$ cat src/rtl/vga_pattern_gen.sv
// Frame pattern generator: one start pulse streams H_ACTIVE*V_ACTIVE pixels in
// raster order over a valid/ready handshake, with selectable test patterns.
module vga_pattern_gen #(
    parameter int H_ACTIVE  = 1024,
    parameter int V_ACTIVE  = 768,
    parameter int DATA_W    = 16,
    parameter int BAR_LOG2  = 7,
    parameter int CELL_LOG2 = 5
) (
    input  logic              clk,
    input  logic              rst,
    input  logic              start_i,
    input  logic [2:0]        mode_i,
    input  logic [DATA_W-1:0] color_i,
    input  logic              wr_en,
    output logic              data_en,
    output logic [DATA_W-1:0] dout,
    output logic              busy_o,
    output logic              done_o,
    output logic              overrun_o,
    output logic [15:0]       frame_cnt_o
);

    localparam int XW = $clog2(H_ACTIVE);
    localparam int YW = $clog2(V_ACTIVE);
    localparam int IW = $clog2(H_ACTIVE * V_ACTIVE);

    localparam logic [XW-1:0] X_LAST = XW'(H_ACTIVE - 1);
    localparam logic [YW-1:0] Y_LAST = YW'(V_ACTIVE - 1);

    localparam logic [0:0] IDLE = 1'b0;
    localparam logic [0:0] RUN  = 1'b1;

    logic [0:0]        state;
    logic [2:0]        mode_q;
    logic [DATA_W-1:0] color_q;
    logic [XW-1:0]     x, x_nxt;
    logic [YW-1:0]     y, y_nxt;
    logic [IW-1:0]     idx, idx_nxt;
    logic              xfer, last_xfer;

    function automatic logic [DATA_W-1:0] pixel(
        input logic [2:0]        m,
        input logic [DATA_W-1:0] c,
        input logic [XW-1:0]     px,
        input logic [YW-1:0]     py,
        input logic [IW-1:0]     pi
    );
        logic bar_odd;
        logic cell_odd;
        bar_odd  = 1'(px >> BAR_LOG2);
        cell_odd = 1'(px >> CELL_LOG2) ^ 1'(py >> CELL_LOG2);
        case (m)
            3'd1:    pixel = DATA_W'(pi);
            3'd2:    pixel = bar_odd ? ~c : c;
            3'd3:    pixel = cell_odd ? ~c : c;
            3'd4:    pixel = DATA_W'(px);
            3'd5:    pixel = DATA_W'(py);
            default: pixel = c;
        endcase
    endfunction

    always_comb begin
        xfer      = data_en & wr_en;
        last_xfer = xfer && (x == X_LAST) && (y == Y_LAST);
        idx_nxt   = idx + 1'b1;
        x_nxt     = x + 1'b1;
        y_nxt     = y;
        if (x == X_LAST) begin
            x_nxt = '0;
            y_nxt = y + 1'b1;
        end
    end

    always_ff @(posedge clk) begin
        if (rst) begin
            state       <= IDLE;
            mode_q      <= '0;
            color_q     <= '0;
            x           <= '0;
            y           <= '0;
            idx         <= '0;
            data_en     <= 1'b0;
            dout        <= '0;
            busy_o      <= 1'b0;
            done_o      <= 1'b0;
            overrun_o   <= 1'b0;
            frame_cnt_o <= '0;
        end else begin
            done_o    <= 1'b0;
            overrun_o <= 1'b0;
            case (state)
                IDLE: begin
                    if (start_i) begin
                        state   <= RUN;
                        mode_q  <= mode_i;
                        color_q <= color_i;
                        x       <= '0;
                        y       <= '0;
                        idx     <= '0;
                        // First pixel uses the incoming selection, not the stale latch
                        dout    <= pixel(mode_i, color_i, '0, '0, '0);
                        data_en <= 1'b1;
                        busy_o  <= 1'b1;
                    end
                end
                RUN: begin
                    if (start_i)
                        overrun_o <= 1'b1;
                    if (last_xfer) begin
                        state       <= IDLE;
                        data_en     <= 1'b0;
                        busy_o      <= 1'b0;
                        done_o      <= 1'b1;
                        frame_cnt_o <= frame_cnt_o + 16'd1;
                        x           <= '0;
                        y           <= '0;
                        idx         <= '0;
                    end else if (xfer) begin
                        x    <= x_nxt;
                        y    <= y_nxt;
                        idx  <= idx_nxt;
                        dout <= pixel(mode_q, color_q, x_nxt, y_nxt, idx_nxt);
                    end
                end
                default: state <= IDLE;
            endcase
        end
    end

endmodule

$ cat config.mk
export PLATFORM = sky130hd
export DESIGN_NAME = vga_pattern_gen
export DESIGN_NICKNAME = d
export VERILOG_FILES = /design/src/rtl/vga_pattern_gen.sv
export SDC_FILE = /design/constraint.sdc
export NUM_CORES = 1
export LEC_CHECK = 0
export CORE_ASPECT_RATIO = 2
export CORE_MARGIN = 2
export CORE_UTILIZATION = 35
export CTS_CLUSTER_DIAMETER = 200
export DETAILED_ROUTE_END_ITERATION = 10
export MAX_ROUTING_LAYER = met4
export PLACE_DENSITY = 0.58
export SLEW_MARGIN = 20
export SYNTH_ARGS = -nofsm -noshare
export SYNTH_HDL_FRONTEND = slang
export SYNTH_SLANG_ARGS = --single-unit
export TNS_END_PERCENT = 5
$ cat constraint.sdc
create_clock -name clk -period 3.58 [get_ports clk]
set_clock_uncertainty 0.15 [all_clocks]
set_input_delay 1.074 -clock clk [delete_from_list [all_inputs] [get_ports clk]]
set_output_delay 1.074 -clock clk [all_outputs]
set_load 0.1 [all_outputs]
==> flow_summary.yaml <==
yosys:
  ff_latch_count_synth: 91
  synthCells: 765
  synth_fp_nets: 792
  yosysSeqAreaShare_pct: 31.70
  netlist-cell-type-count: 61
  yosysWarnings: 0
  post_synth.cell_area_avg_um2: 7.512
  yosys-top-cells-area: "sky130_fd_sc_hd__dfxtp_1, sky130_fd_sc_hd__nand2_1, sky130_fd_sc_hd__a21oi_1"
  yosysTopAreaCellShare_pct: 31.70
  asyncSetResetFlopFracSynth_pct: 0
  synth_ff_type: "sky130_fd_sc_hd__dfxtp_1"
  synth-edff-count: 0
  yosys.area.top_type: "sky130_fd_sc_hd__dfxtp_1"
  synth.cell_area_um2: 5747
status:
  status: "finished, final reports clean"
clock_network:
  path_clk_slew_ps: 60
  post_cts.repair.setup_buffers: 0
  htreeDepth: 3
  cts-resized-gates: 0
  worst_skew_pair.late_latency_ps: 360
  clock_sink_count: 91
  clock_tree_from_tritoncts: "done"
  clock_buffer_depth: 2
  cts_made_buffers: 9
  postCtsHoldBufs: 0
  clock_tree.root_cell: "sky130_fd_sc_hd__clkbuf_16"
finish:
  syn_to_final_growth_pct: 16.90
  antennaDiodeCount: 0
  sequential_cell_area_um2: 1822
  most-common-layout-cells: "sky130_fd_sc_hd__nand2_1, sky130_fd_sc_hd__dfxtp_1, sky130_fd_sc_hd__a21oi_1, sky130_fd_sc_hd__nor2_1, sky130_fd_sc_hd__buf_4"
  share_of_post_route_cells_with_drive_strength_above_1_pct: 11.86
  layout.nets: 823
  n_fill_cell: 1699
  layout_commonest_cell: "sky130_fd_sc_hd__nand2_1"
  multi_input_combinational_cell_area_um2: 3643
pwr:
  worst_ir_drop_on_vdd_mv: 0.1678
  p_leak_nw: 2.343
  post-layout-total-power_mw: 2.390
  power_density_nw_per_um2: 355.8
global_route:
  grt_antenna_before_repair: 0
  grt_pass1_wl_um: 31910
  largest_net_degree_at_the_start_of_global_routing: 38
  grt_pass1_vias: 5834
  global_route.overflow_total: 0
  globalRouteTotalUtil_pct: 24.38
worst_hold_path:
  worstHoldPathType: "reg -> reg"
drt:
  drcViolationCount: 0
  wl_um: 20030
  drt.antenna.violating_nets: 0
  first_pass_iters: 7
  detail_route.vias_per_cell: 5.936
  routed_wire_length_per_instance_um: 19.93
  drtIter0Drc: 536
  num_vias: 5966
sta:
  rsz0062_at_grt: "false"
  hold_viol_final: 0
  max-slew-margin-rel_pct: 40.63
  max_freq_mhz: 286.3
  tightest_slew_ps: 868.1
  timing_max_transition_violations_final: 0
  finalWorstPathRequiredPeriod_ps: 3493
  setup_total_negative_slack_ps: 0
  fin_crit_sh_pct: 97.57
  report.final.setup_viol: 0
critical_path:
  path_class: "reg -> reg"
  critPathMaxFanout: 11
  critical_path_arrival_ps: 3580
  setup.worst_path.start_class: "register"
  cp-end-kind: "register"
  critPathRequiredTime_ps: 3660
  r2r_slack_ps: 90
place:
  globalplace.congestion: 0.9618
  numPortBuffers: 58
  dp.final_hpwl_um: 15150
floorplan:
  die_width_um: 94.61
  fp-row-count: 66
  die_height_um: 185.2
  floorplan.io_pins: 59
  die-area_um2: 17520
  placeableCoreArea_um2: 16190
  initial_core_util_pct: 35.51
job:
  drv_cap: 0
layout make-up:
class                      count  area share, %
multi-input combinational    602          54.24
sequential                    91          27.12
timing repair buffer          88          10.58
inverter                       4         0.2235
clock inverter                 5         0.4284
clock buffer                  11          3.613
tap                          204          3.800
worst paths after layout:
kind	start	cells after the start	end
hold reg to reg	dout[10]$_SDFFE_PP0P_	2	dout[10]$_SDFFE_PP0P_
setup reg to reg	x[0]$_SDFFE_PP0P_	9	dout[8]$_SDFFE_PP0P_
hold / removal	dout[10]$_SDFFE_PP0P_	2	dout[10]$_SDFFE_PP0P_
setup / recovery	x[0]$_SDFFE_PP0P_	9	dout[8]$_SDFFE_PP0P_
through the flow:
step	hold WS, ps	std cells	area (µm²)	worst slack (ps)	utilization (%)
finish	340.5	1005	6718	87.15	41.50
global route	375.0	1005	6718	35.36	41.50
CTS	341.8	1005	6718	168.6	41.50
detailed placement	333.7	989	6446	189.3	39.83
global placement	327.7	989	6446	184.2	39.83
floorplan	308.4	765	5747	874.9	-
layer usage:
metal | share of wire, % | vias to the layer above | track usage, % | wire length [µm]
li1 | - | 2838 | - | -
met1 | 36 | 2840 | 24.26 | 7133
met2 | 53 | 220 | 42.50 | 10560
met3 | 4.5 | 68 | 3.662 | 906
met4 | 7.2 | 0 | 17.16 | 1433
met5 | 0 | - | - | 0
state kept, by name (all words and copies together), names as in the netlist, 3 cells and up:
name,flops
frame_cnt_o,16
color_q,16
mode_q,3
x,10
y,10
dout,16
idx,16
Yosys cell counts (4+ instances only):
master / count
sky130_fd_sc_hd__buf_2: 7
sky130_fd_sc_hd__nand2_1: 106
sky130_fd_sc_hd__o211ai_1: 6
sky130_fd_sc_hd__o21ai_0: 36
sky130_fd_sc_hd__and2_1: 8
sky130_fd_sc_hd__o221ai_1: 11
sky130_fd_sc_hd__a32oi_1: 6
sky130_fd_sc_hd__nor2_1: 72
sky130_fd_sc_hd__inv_1: 4
sky130_fd_sc_hd__xor2_1: 37
sky130_fd_sc_hd__a221oi_1: 8
sky130_fd_sc_hd__nand3_1: 27
sky130_fd_sc_hd__dfxtp_1: 91
sky130_fd_sc_hd__a31oi_1: 7
sky130_fd_sc_hd__and4_1: 9
sky130_fd_sc_hd__nor4_1: 5
sky130_fd_sc_hd__clkbuf_1: 59
sky130_fd_sc_hd__or3_1: 6
sky130_fd_sc_hd__xnor2_1: 27
sky130_fd_sc_hd__a21oi_1: 78
sky130_fd_sc_hd__nor2b_1: 8
sky130_fd_sc_hd__nand4b_1: 5
sky130_fd_sc_hd__nor3_1: 17
sky130_fd_sc_hd__a311oi_1: 9
sky130_fd_sc_hd__a211oi_1: 12
sky130_fd_sc_hd__o22ai_1: 10
sky130_fd_sc_hd__a22oi_1: 4
sky130_fd_sc_hd__nand2b_1: 7
sky130_fd_sc_hd__o21ai_1: 4
sky130_fd_sc_hd__and3_1: 10
sky130_fd_sc_hd__nand4_1: 16
sky130_fd_sc_hd__ha_1: 4
report_power, final:
part / leakage, nW / switching [mW] / internal [mW]
Combinational: 1.47 / 0.286 / 0.130
Clock: 0.139 / 0.412 / 0.486
Sequential: 0.738 / 0.0377 / 1.04
Total: 2.34 / 0.736 / 1.65
kinds of logic (layout without fill, tap and decap cells):
kind of cell | after synthesis | in the layout | share of synthesized area, %
AO/OA/AOI/OAI | 216 | 216 | 24.28
XOR/XNOR | 66 | 66 | 10.52
adder cells (fa/ha/maj) | 4 | 4 | 0.8709
buffers and inverters | 72 | 108 | 5.051
flip-flops | 91 | 91 | 31.70
multiplexers | 3 | 3 | 0.5226
AND/OR/NAND/NOR | 313 | 313 | 27.06
critical path, cell delays in order (launching register included):
cell and delay [ps]:
sky130_fd_sc_hd__dfxtp_1 560, sky130_fd_sc_hd__ha_1 490, sky130_fd_sc_hd__nand3_1 210, sky130_fd_sc_hd__o211a_1 280, sky130_fd_sc_hd__a211oi_4 320, sky130_fd_sc_hd__xnor2_4 130, sky130_fd_sc_hd__xnor2_1 140, sky130_fd_sc_hd__a2111oi_0 800
sky130_fd_sc_hd__buf_4 230, sky130_fd_sc_hd__o22ai_1 50
Power figures use the tool's default switching activity.
